$ cat src/rtl/tlc_lamp_driver.sv
// Lamp, 7-segment and safety-monitor stage behind the traffic-light controller FSM.
// Registers the FSM codes, decodes lamps, counts seconds per state and latches faults.
module tlc_lamp_driver #(
    parameter int unsigned CLK_HZ         = 50000000,
    parameter int unsigned REFRESH_CYCLES = 50000,
    parameter int unsigned BLINK_CYCLES   = 25000000
) (
    input  logic       Clk,
    input  logic       Rst,
    input  logic [2:0] state,
    input  logic [1:0] highwaySignal,
    input  logic [1:0] farmSignal,
    output logic [2:0] HwyLamp,
    output logic [2:0] FarmLamp,
    output logic [6:0] Seg,
    output logic [1:0] An,
    output logic       Fault,
    output logic [7:0] SecBcd
);

    localparam int unsigned PW = (CLK_HZ > 1) ? $clog2(CLK_HZ) : 1;
    localparam int unsigned RW = (REFRESH_CYCLES > 1) ? $clog2(REFRESH_CYCLES) : 1;
    localparam int unsigned BW = (BLINK_CYCLES > 1) ? $clog2(BLINK_CYCLES) : 1;

    localparam logic [PW-1:0] PRESC_LAST = PW'(CLK_HZ - 1);
    localparam logic [RW-1:0] REF_LAST   = RW'(REFRESH_CYCLES - 1);
    localparam logic [BW-1:0] BLINK_LAST = BW'(BLINK_CYCLES - 1);
    localparam logic [6:0]    SEG_DASH   = 7'b0111111;

    typedef enum logic {StNormal, StFault} mode_t;

    logic [2:0]    st1_q, st2_q;
    logic [1:0]    hwy1_q, farm1_q;
    mode_t         mode_q, mode_d;
    logic          trig;
    logic [PW-1:0] presc_q, presc_d;
    logic [3:0]    ones_q, ones_d, tens_q, tens_d;
    logic [RW-1:0] ref_q, ref_d;
    logic          sel_q, sel_d;
    logic [BW-1:0] blink_q, blink_d;
    logic          red_q, red_d;
    logic [2:0]    hwy_lamp_q, hwy_lamp_d, farm_lamp_q, farm_lamp_d;
    logic [6:0]    seg_q, seg_d;
    logic [1:0]    an_q, an_d;

    function automatic logic [2:0] lamp_decode(input logic [1:0] code);
        case (code)
            2'b11:   return 3'b001;
            2'b10:   return 3'b010;
            default: return 3'b100;
        endcase
    endfunction

    function automatic logic [6:0] glyph(input logic [3:0] digit);
        case (digit)
            4'd0:    return 7'b1000000;
            4'd1:    return 7'b1111001;
            4'd2:    return 7'b0100100;
            4'd3:    return 7'b0110000;
            4'd4:    return 7'b0011001;
            4'd5:    return 7'b0010010;
            4'd6:    return 7'b0000010;
            4'd7:    return 7'b1111000;
            4'd8:    return 7'b0000000;
            4'd9:    return 7'b0010000;
            default: return 7'b1111111;
        endcase
    endfunction

    always_comb begin
        trig = (hwy1_q == 2'b01) || (farm1_q == 2'b01) ||
               ((hwy1_q != 2'b00) && (farm1_q != 2'b00));
        mode_d = mode_q;
        if (trig) mode_d = StFault;

        // Blink phase idles at "red on" so the first fault cycle shows red.
        blink_d = '0;
        red_d   = 1'b1;
        if (mode_q == StFault) begin
            blink_d = blink_q + BW'(1);
            red_d   = red_q;
            if (blink_q == BLINK_LAST) begin
                blink_d = '0;
                red_d   = ~red_q;
            end
        end

        if (mode_d == StFault) begin
            hwy_lamp_d  = {red_d, 2'b00};
            farm_lamp_d = {red_d, 2'b00};
        end else begin
            hwy_lamp_d  = lamp_decode(hwy1_q);
            farm_lamp_d = lamp_decode(farm1_q);
        end

        presc_d = presc_q + PW'(1);
        ones_d  = ones_q;
        tens_d  = tens_q;
        if (presc_q == PRESC_LAST) begin
            presc_d = '0;
            if (!(tens_q == 4'd9 && ones_q == 4'd9)) begin
                if (ones_q == 4'd9) begin
                    ones_d = 4'd0;
                    tens_d = tens_q + 4'd1;
                end else begin
                    ones_d = ones_q + 4'd1;
                end
            end
        end
        if (st1_q != st2_q) begin
            presc_d = '0;
            ones_d  = 4'd0;
            tens_d  = 4'd0;
        end

        ref_d = ref_q + RW'(1);
        sel_d = sel_q;
        if (ref_q == REF_LAST) begin
            ref_d = '0;
            sel_d = ~sel_q;
        end

        // Seg is built from next-state values so it always matches An and SecBcd.
        an_d  = sel_d ? 2'b01 : 2'b10;
        seg_d = (mode_d == StFault) ? SEG_DASH : glyph(sel_d ? tens_d : ones_d);
    end

    always_ff @(posedge Clk) begin
        if (Rst) begin
            st1_q       <= 3'b000;
            st2_q       <= 3'b000;
            hwy1_q      <= 2'b00;
            farm1_q     <= 2'b00;
            mode_q      <= StNormal;
            presc_q     <= '0;
            ones_q      <= 4'd0;
            tens_q      <= 4'd0;
            ref_q       <= '0;
            sel_q       <= 1'b0;
            blink_q     <= '0;
            red_q       <= 1'b1;
            hwy_lamp_q  <= 3'b100;
            farm_lamp_q <= 3'b100;
            seg_q       <= 7'b1000000;
            an_q        <= 2'b10;
        end else begin
            st1_q       <= state;
            st2_q       <= st1_q;
            hwy1_q      <= highwaySignal;
            farm1_q     <= farmSignal;
            mode_q      <= mode_d;
            presc_q     <= presc_d;
            ones_q      <= ones_d;
            tens_q      <= tens_d;
            ref_q       <= ref_d;
            sel_q       <= sel_d;
            blink_q     <= blink_d;
            red_q       <= red_d;
            hwy_lamp_q  <= hwy_lamp_d;
            farm_lamp_q <= farm_lamp_d;
            seg_q       <= seg_d;
            an_q        <= an_d;
        end
    end

    assign HwyLamp  = hwy_lamp_q;
    assign FarmLamp = farm_lamp_q;
    assign Seg      = seg_q;
    assign An       = an_q;
    assign Fault    = (mode_q == StFault);
    assign SecBcd   = {tens_q, ones_q};

endmodule

$ cat config.mk
export PLATFORM = sky130hd
export DESIGN_NAME = tlc_lamp_driver
export DESIGN_NICKNAME = d
export VERILOG_FILES = /design/src/rtl/tlc_lamp_driver.sv
export SDC_FILE = /design/constraint.sdc
export NUM_CORES = 1
export LEC_CHECK = 0
export BUFFER_PORTS_ARGS = -buffer_cell sky130_fd_sc_hd__buf_2
export CAP_MARGIN = 15
export CORE_MARGIN = 2
export CORE_UTILIZATION = 50
export DETAILED_ROUTE_END_ITERATION = 10
export PLACE_DENSITY = 0.72
export SYNTH_ARGS = -nofsm -noshare
export SYNTH_HDL_FRONTEND = slang
export SYNTH_SLANG_ARGS = --single-unit
$ cat constraint.sdc
create_clock -name Clk -period 7.45 [get_ports Clk]
set_input_delay 0 -clock Clk [delete_from_list [all_inputs] [get_ports Clk]]
set_output_delay 0 -clock Clk [all_outputs]
set_load 0.02 [all_outputs]
==> results of run 1 <==
## report_power, final
part	total, mW	internal, mW	leakage, nW	switching, mW
sequential	0.560	0.555	0.828	0.00555
combinational	0.0451	0.0167	0.916	0.0283
clock	0.338	0.156	0.0899	0.181
total	0.943	0.728	1.83	0.215
## metrics by stage
stage | area, um2 | total power, mW | setup WS (ns) | hold WS (ns)
floorplan | 4470 | 0.601 | 4.48 | 0.0716
global placement | 4710 | 0.614 | 4.23 | 0.214
detailed placement | 4710 | 0.616 | 4.10 | 0.219
CTS | 4970 | 0.954 | 4.02 | 0.0640
global route | 4970 | 0.980 | 3.76 | 0.0989
finish | 4970 | 0.943 | 4.01 | 0.0804
## cell families (layout without fill, tap and decap cells)
group           after synthesis  in the layout  share of synthesized area
simple gates                246            246                      0.277
flops                       102            102                      0.457
xor+xnor                     67             67                      0.131
compound gates               42             42                     0.0733
buf+inv                      26             70                     0.0266
fa+ha+maj                    11             11                     0.0308
mux                           2              2                    0.00476
## how the worst min path moves through the flow
stage	from	to	slack, ns	cells after the start
final	Rst	ref_q[2]	0.08	2
after global routing	Rst	farm1_q[0]	0.1	2
after floorplan	Rst	st2_q[0]	0.07	1
after detailed placement	state[0]	st1_q[0]	0.22	2
after global placement	state[2]	st1_q[2]	0.21	2
after CTS	Rst	ref_q[2]	0.06	2
## area by class of cell
type                            count  area (um2)  share of cell area
Multi-Input combinational cell    368        2310               0.465
Timing Repair Buffer               40         238              0.0478
Clock buffer                       11         131              0.0264
Clock inverter                      5        58.8              0.0118
Inverter                           14        52.6              0.0106
Tap cell                          108         135              0.0272
Sequential cell                   102        2040               0.411
## sequential cells by signal, summed over array words and instances (netlist names)
register and flops:
presc_q 26, blink_q 25, ref_q 16, Seg 7, ones_q 4, tens_q 4, FarmLamp 3, HwyLamp 3
st1_q 3, st2_q 3, An 2, farm1_q 2, hwy1_q 2, Fault 1, red_q 1
## cell usage after synthesis, types with 2 or more instances
cell / count / share of area
dfxtp_1: 102 / 0.46
nor2_1: 94 / 0.079
xor2_1: 37 / 0.072
nand3_1: 34 / 0.038
nand2_1: 30 / 0.025
xnor2_1: 30 / 0.059
and3_1: 18 / 0.025
nor2b_1: 15 / 0.021
inv_1: 14 / 0.012
ha_1: 11 / 0.031
nor3_1: 11 / 0.012
nand4_1: 10 / 0.014
a21oi_1: 8 / 0.0090
nor4_1: 7 / 0.0098
o21ai_0: 7 / 0.0078
a31oi_1: 6 / 0.0084
clkbuf_1: 6 / 0.0050
nor4bb_1: 5 / 0.011
nand2b_1: 4 / 0.0056
o31a_1: 4 / 0.0078
and2_1: 3 / 0.0042
and4_1: 2 / 0.0039
buf_2: 2 / 0.0022
buf_6: 2 / 0.0050
nor4b_1: 2 / 0.0039
or3_1: 2 / 0.0028
## metal layers
metal	track usage	vias up	part of all wire	wire length (um)
met1	0.229	1586	0.49	4040
met3	0.0504	9	0.036	294
met4	0.0474	0	0.013	108
met2	0.291	51	0.46	3810
li1	-	1762	-	-
met5	0	-	0	0
## timing repair
item / 4_1_cts / 5_1_grt
endpoints found under the hold margin: 7 / 0
buffers inserted: 0 / 0
resized for setup: 0 / 0
hold buffers: 7 / 0
==> run summary, run 1 <==
Fin cells = 648
WL final = 8250 um
Final net count = 555
Reg-to-reg endpoint = Seg[3]
CTS tree = done
Post-synth EDFFs = 0
Worst-Margin Slew = 0.807 ns
Die Y = 98.6 um
Worst slew margin = 0.458
Vias = 3408
Final period util = 0.462
Global-route wire length before repair = 14400 um
Clock-pin slew on the worst setup and hold paths = 0.09 ns
Worst-path cell chain = ha_1, nand4_2, or4_1, nor4_1, a211o_1, o211a_1, inv_1, ha_1, nor3_1, o21ai_0, a31oi_1
Final Hold Fails = 0
Slowest stage cell, crit path = or4_1
GP Congestion = 0.888
Root Buffer = clkbuf_8
Die width = 98.6 um
Grt ovf = 0
Synthesis warning total = 0
Antenna-violating nets left = 0
Starting Density = 0.515
Largest net degree at the start of global routing = 26
Max clock buf depth = 2
Layout cells sized above 1 = 0.107
Min Clock Period, post-route = 3.44 ns
CP Launch Type = register
Setup CP Type = reg -> reg
Hpwl dp = 5910 um
DIE AREA = 0.00972 mm2
CP Capture Point = Seg[3]
PortBufs = 32
Max frequency = 291 MHz
Worst path max stage delay = 0.73 ns
Unrepaired setup endpoints after global routing = no
Max cap viols = 0
CP Data Arrival Time = 3.73 ns
Top Family by Delay on Critical Path = simple AND/OR/NAND/NOR gates
Core Area = 0.00868 mm2
Slew Limit Fails = 0
1st-iter DRT viols = 109
R2R Setup Slk = 4.01 ns
Clk_skew = 0.00977 ns
Req. time, crit path = 7.74 ns
Worst skew pair latency = 0.35 ns
Worst min path class = in -> reg
VDD IR max = 97.5 uV
Fill count = 777
CP Capture Type = register
Post-Syn Instances = 496
Post-route DRC violation count = 0
CP Launch Point = presc_q[0]
Worst path depth = 11
Synthesized area per cell = 9.02 um2
I/O Pins = 33
R2R depth = 11
Library cells used by synthesis = 56
Endpoints failing setup = 0
Placed instance count = 625
Wirelength per Cell = 12.7 um
Power Density = 190 mW/mm2
Crit Path Max Fanout = 8
Leakage = 1.83 nW
R2R Path Start = presc_q[0]
Critical path buffers and inverters = 1
Status = completed
Inserted Diodes = 0
Gr usage total = 0.177
Post-Syn Area = 0.00447 mm2
Initial antenna violation count = 0
Setup TNS = 0 ns
Layout Area Growth over Synthesis = 11.1%
Vias per cell = 5.26
Commonest non-fill, non-tap cell in the layout = dfxtp_1
Synth Flop Type = dfxtp_1
FF+latch count, synth = 102
Fraction of synthesis flops using an asynchronous set or reset pin = 0
Row cnt = 34
Post-synth net total = 516
Final Core Density = 0.573
TritonCTS Buffers = 9
Most frequent cells in the layout = 102 x dfxtp_1, 94 x nor2_1, 37 x xor2_1, 34 x nand3_1, 32 x buf_2
DRT Pass-1 Iters = 4
CP most frequent cell = ha_1
H-tree depth reported by CTS = 3
Seq/Total Area, Yosys = 0.457
Clock sinks = 102
Vias in the first global route = 3247
Note: power is estimated with default switching activity, not from simulation.
==> run 2, diff against run 1 <==
PLACE_DENSITY = 0.75   (was 0.72)
clock period = 3.1 ns   (was 7.45 ns; I/O delays follow)
==> run 2 against run 1 <==
Critical path depth is 1 lower. Combinational power is 150% higher. Critical endpoint is now Seg[5]. Flip-flop and latch count stayed put. Largest cell class unchanged. Worst setup slack worse by 3.8 ns. Critical path type unchanged.
==> run summary, run 2 (synthesis gave the netlist of run 1 again) <==
Status = completed
Grt ovf = 0 (unchanged)
Vias = 3453 (+1.3%)
DRT Pass-1 Iters = 4 (unchanged)
Die Y = 98.6 um (unchanged)
Clock-pin slew on the worst setup and hold paths = 0.11 ns (+0.02 ns)
Vias in the first global route = 3236 (-0.34%)
Met1 GRT Util = 0.237 (+0.00849)
H-tree depth reported by CTS = 3 (unchanged)
Clock sinks = 102 (unchanged)
Commonest non-fill, non-tap cell in the layout = dfxtp_1
Area of the multi-input gates = 0.00235 mm2 (+1.6%)
Wirelength per Cell = 12.3 um (-3.3%)
GR Util met3 = 0.0489 (-0.00142)
Post-route DRC violation count = 0 (unchanged)
Hpwl dp = 5910 um (+0.15%)
Worst slew margin = 0.504 (+0.0459)
Critical path buffers and inverters = 1 (unchanged)
Final net count = 565 (+1.8%)
1st-iter DRT viols = 141 (+29%)
Vias per cell = 5.25 (-0.22%)
CP Data Arrival Time = 3.12 ns (-0.61 ns)
Worst path max stage delay = 0.61 ns (-0.12 ns)
Row cnt = 34 (unchanged)
Final period util = 0.930 (+0.468)
Setup TNS = 0 ns (unchanged)
I/O Pins = 33 (unchanged)
Top flop regs = presc_q x26, blink_q x25, ref_q x16
DIE AREA = 0.00972 mm2 (unchanged)
GP Congestion = 0.917 (+3.3%)
R2R Path Start = presc_q[0]
Most frequent cells in the layout = 102 x dfxtp_1, 94 x nor2_1, 37 x xor2_1, 33 x nand3_1, 32 x buf_2
Worst Hold Launch = Rst
Die width = 98.6 um (unchanged)
Gr usage total = 0.177 (about the same)
Fin cells = 658 (+1.5%)
Placed instance count = 635 (+1.6%)
Worst-Margin Slew = 0.743 ns (-0.0644 ns)
Top reg by flops = presc_q
Max frequency = 347 MHz (+19%)
WL final = 8100 um (-1.8%)
Largest net degree at the start of global routing = 26 (unchanged)
Worst path depth = 10 (-1)
Core Area = 0.00868 mm2 (unchanged)
Fill count = 765 (-1.5%)
Worst min path class = in -> reg
Req. time, crit path = 3.34 ns (-4.40 ns)
Met2 usage = 0.281 (-0.0105)
TritonCTS Buffers = 9 (unchanged)
Inserted Diodes = 0 (unchanged)
GRT busiest layer = met2
Worst skew pair latency = 0.37 ns (+0.02 ns)
Min Clock Period, post-route = 2.88 ns (-0.558 ns)
Slowest stage cell, crit path = or4_4
Leakage = 1.89 nW (+3.3%)
VDD IR max = 222 uV (+130%)
CP Capture Type = register
Worst-path cell chain = ha_2, nand4_2, or4_4, o31a_1, o21ai_0, a21bo_2, inv_1, ha_1, o311ai_1, a31oi_1
CTS tree = done
Power Density = 448 mW/mm2 (+140%)
Root Buffer = clkbuf_8
Endpoints failing setup = 0 (unchanged)
Clk_skew = 0.0130 ns (+0.00323 ns)
Starting Density = 0.515 (unchanged)
Max cap viols = 0 (unchanged)
Setup CP Type = reg -> reg
WHS Path Cells = 2 (unchanged)
R2R depth = 10 (-1)
PortBufs = 32 (unchanged)
Layout cells sized above 1 = 0.140 (+0.0326)
Layout Area Growth over Synthesis = 13.8%
Final Hold Fails = 0 (unchanged)
Register area = 0.00204 mm2 (unchanged)
CP Launch Type = register
Initial antenna violation count = 0 (unchanged)
Max clock buf depth = 2 (unchanged)
Crit Path Max Fanout = 7 (-1)
Global-route wire length before repair = 14300 um (-0.91%)
CP Launch Point = presc_q[0]
Top Family by Delay on Critical Path = compound AO/OA/AOI/OAI gates
Antenna-violating nets left = 0 (unchanged)
Max FFs per register = 26 (unchanged)
Slew Limit Fails = 0 (unchanged)
run 2: cell count changes in the layout (fill, tap and decap cells not counted), moves of 2 or more:
| cell | change |
|---|---|
| nor4_1 | -2 |
| buf_4 | +10 |
| clkbuf_1 | -2 |
| nor4_2 | +2 |
| inv_8 | +3 |
run 2: report_power, final:
group	total, mW	internal, mW	switching (mW)
clock	0.820	0.320	0.500
sequential	1.35	1.33	0.0128
combinational	0.111	0.0439	0.0676
run 2: final timing paths:
path	endpoint	slack, ns
max reg2reg	Seg[5]	0.22
max	Seg[5]	0.22
min reg2reg	FarmLamp[1]	0.44
min	farm1_q[1]	0.06
run 2: metrics by stage:
| step | total power [mW] | instance area [um2] | hold WS, ns | utilization | setup slack (ns) |
|---|---|---|---|---|---|
| after floorplan | 1.45 | 4470 | 0.0716 | - | 0.126 |
| after global placement | 1.48 | 4780 | 0.214 | 0.551 | 0.174 |
| after detailed placement | 1.48 | 4780 | 0.214 | 0.551 | 0.0207 |
| after CTS | 2.31 | 5050 | 0.0478 | 0.582 | 0.0204 |
| after global routing | 2.38 | 5090 | 0.0693 | 0.587 | -0.0363 |
| final | 2.28 | 5090 | 0.0584 | 0.587 | 0.218 |
run 2: worst reg2reg max path: cells and delay by family, from the launching register on:
kind / cells / cell delay [ns]
flip-flops: 1 / 0.38
AND/OR/NAND/NOR: 2 / 0.72
AO/OA/AOI/OAI: 5 / 1.12
buffers and inverters: 1 / 0.11
adder cells (fa/ha/maj): 2 / 0.44
run 2: what timing repair did:
item / CTS / global route
hold endpoints to repair: 7 / 0
setup buffers: 0 / 0
hold buffers: 7 / 0
resized for setup: 0 / 8
setup endpoints to repair: 0 / 5
run 2: per-layer routing:
metal / part of all wire / vias up
li1: - / 1797
met1: 0.49 / 1601
met2: 0.47 / 51
met3: 0.035 / 4
met4: 0.0049 / 0
met5: 0 / -
run 2: cell type report:
class                   count  share of cell area
repair buffers             50              0.0615
multi-input cells         368               0.461
clock inverters             7              0.0147
inverters                  14              0.0103
clock buffers               9              0.0243
well taps                 108              0.0265
flip-flops and latches    102               0.401
==> run 3, diff against run 2 <==
ABC_AREA = 1   (was default)
==> run 3 against run 2 <==
Final cell count up 32%. Largest cell class unchanged. Clock-buffer cell count up 1. Worst setup slack better by 0.44 ns. Via count up 23%. Combinational power up 14%.
==> run summary, run 3 <==
Max FFs per register = 26 (unchanged)
Final Hold Fails = 0 (unchanged)
Register area = 0.00204 mm2 (unchanged)
NetSw = 549 uW (-5.4%)
Hold Crit Endpoint = st1_q[2]
VDD IR max = 333 uV (+50%)
Sequential power share = 0.577 (-0.014)
Vias per cell = 4.90 (-6.7%)
Library cells used by synthesis = 36 (-36%)
Min Clock Period, post-route = 2.44 ns (-0.445 ns)
Setup CP Type = reg -> reg
R2R Setup Slk = 0.66 ns (+0.44 ns)
Wirelength per Cell = 11.0 um (-10%)
DRT Pass-1 Iters = 5 (+1)
Worst skew pair latency = 0.36 ns (about the same)
Root Buffer = clkbuf_8
Main area contributors after synthesis = dfxtp_1 42%, nand2_1 10%, nor2_1 9.5%, inv_1 7.0%, nand3_1 4.8%
Fill count = 938 (+23%)
CP Data Arrival Time = 2.68 ns (-0.44 ns)
Largest net degree at the start of global routing = 27 (+3.8%)
Design area = 0.00546 mm2 (+7.2%)
WHS Path Cells = 2 (unchanged)
Row cnt = 36 (+5.9%)
Clock share of power = 0.369 (+0.009)
Clock-pin slew on the worst setup and hold paths = 0.09 ns (-0.02 ns)
Starting Density = 0.506 (-0.00946)
Die Y = 103 um (+4.2%)
Post-Syn Area = 0.00488 mm2 (+9.0%)
Post-synth net total = 705 (+37%)
Antenna-violating nets left = 0 (unchanged)
Gr usage total = 0.195 (+0.0178)
Crit Path Max Fanout = 11 (+4)
Max frequency = 410 MHz (+18%)
Final net count = 748 (+32%)
Commonest non-fill, non-tap cell in the layout = nand2_1
Most frequent cells in the layout = 132 x nand2_1, 123 x nor2_1, 102 x dfxtp_1, 91 x inv_1, 47 x nand3_1
Synthesis warning total = 0 (unchanged)
Synthesized area per cell = 7.12 um2 (-21%)
Inserted Diodes = 0 (unchanged)
Worst slew margin = 0.684 (+0.180)
Sw frac = 0.236 (-0.0193)
Leakage = 2.21 nW (+17%)
Post-synth top cells = 132 x nand2_1, 123 x nor2_1, 102 x dfxtp_1
Clk_skew = 0.0111 ns (-0.00189 ns)
TritonCTS Buffers = 9 (unchanged)
Max cap viols = 0 (unchanged)
Post-Syn Instances = 685 (+38%)
FF+latch count, synth = 102 (unchanged)
1st-iter DRT viols = 146 (+3.5%)
WL final = 9550 um (+18%)
Grt ovf = 0 (unchanged)
Top reg by flops = presc_q
Layout cells sized above 1 = 0.117 (-0.0227)
Vias = 4241 (+23%)
GP Congestion = 0.867 (-5.4%)
Area of the multi-input gates = 0.00243 mm2 (+3.4%)
Placed cell areas = 0.00518 mm2 (+8.2%)
Req. time, crit path = 3.34 ns (about the same)
Unrepaired setup endpoints after global routing = no
Top flop regs = presc_q x26, blink_q x25, ref_q x16
Power Density = 427 mW/mm2 (-4.5%)
Synth Flop Type = dfxtp_1
Max clock buf depth = 2 (unchanged)
R2R depth = 16 (+6)
Fraction of synthesis flops using an asynchronous set or reset pin = 0 (unchanged)
DIE AREA = 0.0106 mm2 (+8.7%)
Initial antenna violation count = 0 (unchanged)
Hpwl dp = 7190 um (+22%)
I/O Pins = 33 (unchanged)
Most frequent cell after synthesis = nand2_1
Post-route DRC violation count = 0 (unchanged)
Vias in the first global route = 3974 (+23%)
Global-route wire length before repair = 16800 um (+18%)
PostCTS Resize Cnt = 0 (unchanged)
Core Area = 0.00964 mm2 (+11%)
Total power = 2.33 mW (+2.3%)
CP Launch Type = register
Worst-Margin Slew = 0.473 ns (-0.270 ns)
Reg-to-reg endpoint = Seg[3]
Worst min path class = in -> reg
Leading area contributor after synthesis = dfxtp_1
Endpoints failing setup = 0 (unchanged)
P_int = 1.78 mW (+5.0%)
Top-area cell type share of the netlist area = 0.419 (-0.0378)
CTS tree = done
Die width = 103 um (+4.2%)
Worst Hold Launch = Rst
Final period util = 0.786 (-0.143)
Post-synth EDFFs = 0 (unchanged)
CP Capture Type = register
R2R Path Start = presc_q[0]
Layout Area Growth over Synthesis = 11.9%
Clock sinks = 102 (unchanged)
Seq/Total Area, Yosys = 0.419 (-0.0378)
PortBufs = 32 (unchanged)
H-tree depth reported by CTS = 3 (unchanged)
Setup TNS = 0 ns (unchanged)
Comb power frac = 0.054 (+0.005)
Status = completed
Slew Limit Fails = 0 (unchanged)
==> run 3: changes by cell type after synthesis, moves of 18 or more <==
cell / previous run / this run
a21oi_1: 8 / 26
and3_1: 18 / 0
inv_1: 14 / 91
nand2_1: 30 / 132
nor2_1: 94 / 123
xnor2_1: 30 / 4
==> run 3: area by class of cell <==
type / count / share of cell area
Multi-Input combinational cell: 478 / 0.445
Timing Repair Buffer: 43 / 0.0477
Tap cell: 133 / 0.0305
Sequential cell: 102 / 0.374
Clock buffer: 10 / 0.0252
Clock inverter: 6 / 0.0126
Inverter: 94 / 0.0647
==> run 3: critical path: stages (launching register included) <==
cell	delay, ns
dfxtp_1	0.36
ha_1	0.17
nand2_1	0.08
nor2_1	0.09
nand2_1	0.06
nor2_2	0.14
nand2_1	0.28
nand2_1	0.14
nand3_1	0.11
nand2_1	0.09
nand2_1	0.14
ha_1	0.31
inv_1	0.04
nor2_1	0.11
nor2_1	0.06
nor2_1	0.09
nor2_1	0.04
==> run 3: through the flow <==
stage | cells | util | hold WS, ns | setup slack, ns
after global placement | 843 | 0.537 | 0.199 | 0.782
after global routing | 866 | 0.566 | 0.0751 | 0.319
after CTS | 866 | 0.566 | 0.0395 | 0.684
final | 866 | 0.566 | 0.0638 | 0.663
after detailed placement | 843 | 0.537 | 0.208 | 0.703
after floorplan | 685 | - | 0.107 | 0.954
==> run 3: repair_timing <==
item / 4_1_cts / 5_1_grt
hold buffers: 7 / 0
setup buffers: 0 / 0
hold endpoints to repair: 7 / 0
==> run 3: worst max path at each step <==
stage	start	to	slack [ns]	cells past startpoint
floorplan	tens_q[1]	Seg[1]	0.95	18
global placement	presc_q[0]	Seg[3]	0.78	16
detailed placement	presc_q[0]	Seg[3]	0.70	16
CTS	presc_q[0]	Seg[3]	0.68	16
global route	presc_q[0]	Seg[0]	0.32	18
finish	presc_q[0]	Seg[3]	0.66	16
==> run 3: cells by family (layout without fill, tap and decap cells) <==
group                      count (synthesis)  after routing  synth area share
xor gates and xnor gates                  26             26            0.0467
DFF                                      102            102             0.419
adders and majority gates                 11             11            0.0282
buffers and inverters                    105            153            0.0836
AOI/OAI and AO/OA                         53             53            0.0616
and+or+nand+nor                          388            388             0.361
==> run 3: layer usage <==
| metal | vias up | GRT usage | wire length (um) |
|---|---|---|---|
| met2 | 54 | 0.354 | 4710 |
| met5 | - | 0 | 0 |
| met3 | 7 | 0.0407 | 296 |
| li1 | 2255 | - | - |
| met4 | 0 | 0.0496 | 66 |
| met1 | 1925 | 0.234 | 4470 |
==> run 3: power groups by stage <==
| stage | combinational, mW | clock, mW | sequential [mW] |
|---|---|---|---|
| after floorplan | 0.0684 | 0 | 1.39 |
| after global placement | 0.118 | 0 | 1.37 |
| after detailed placement | 0.120 | 0 | 1.38 |
| after CTS | 0.128 | 0.889 | 1.35 |
| after global routing | 0.144 | 0.936 | 1.35 |
| final | 0.127 | 0.860 | 1.34 |
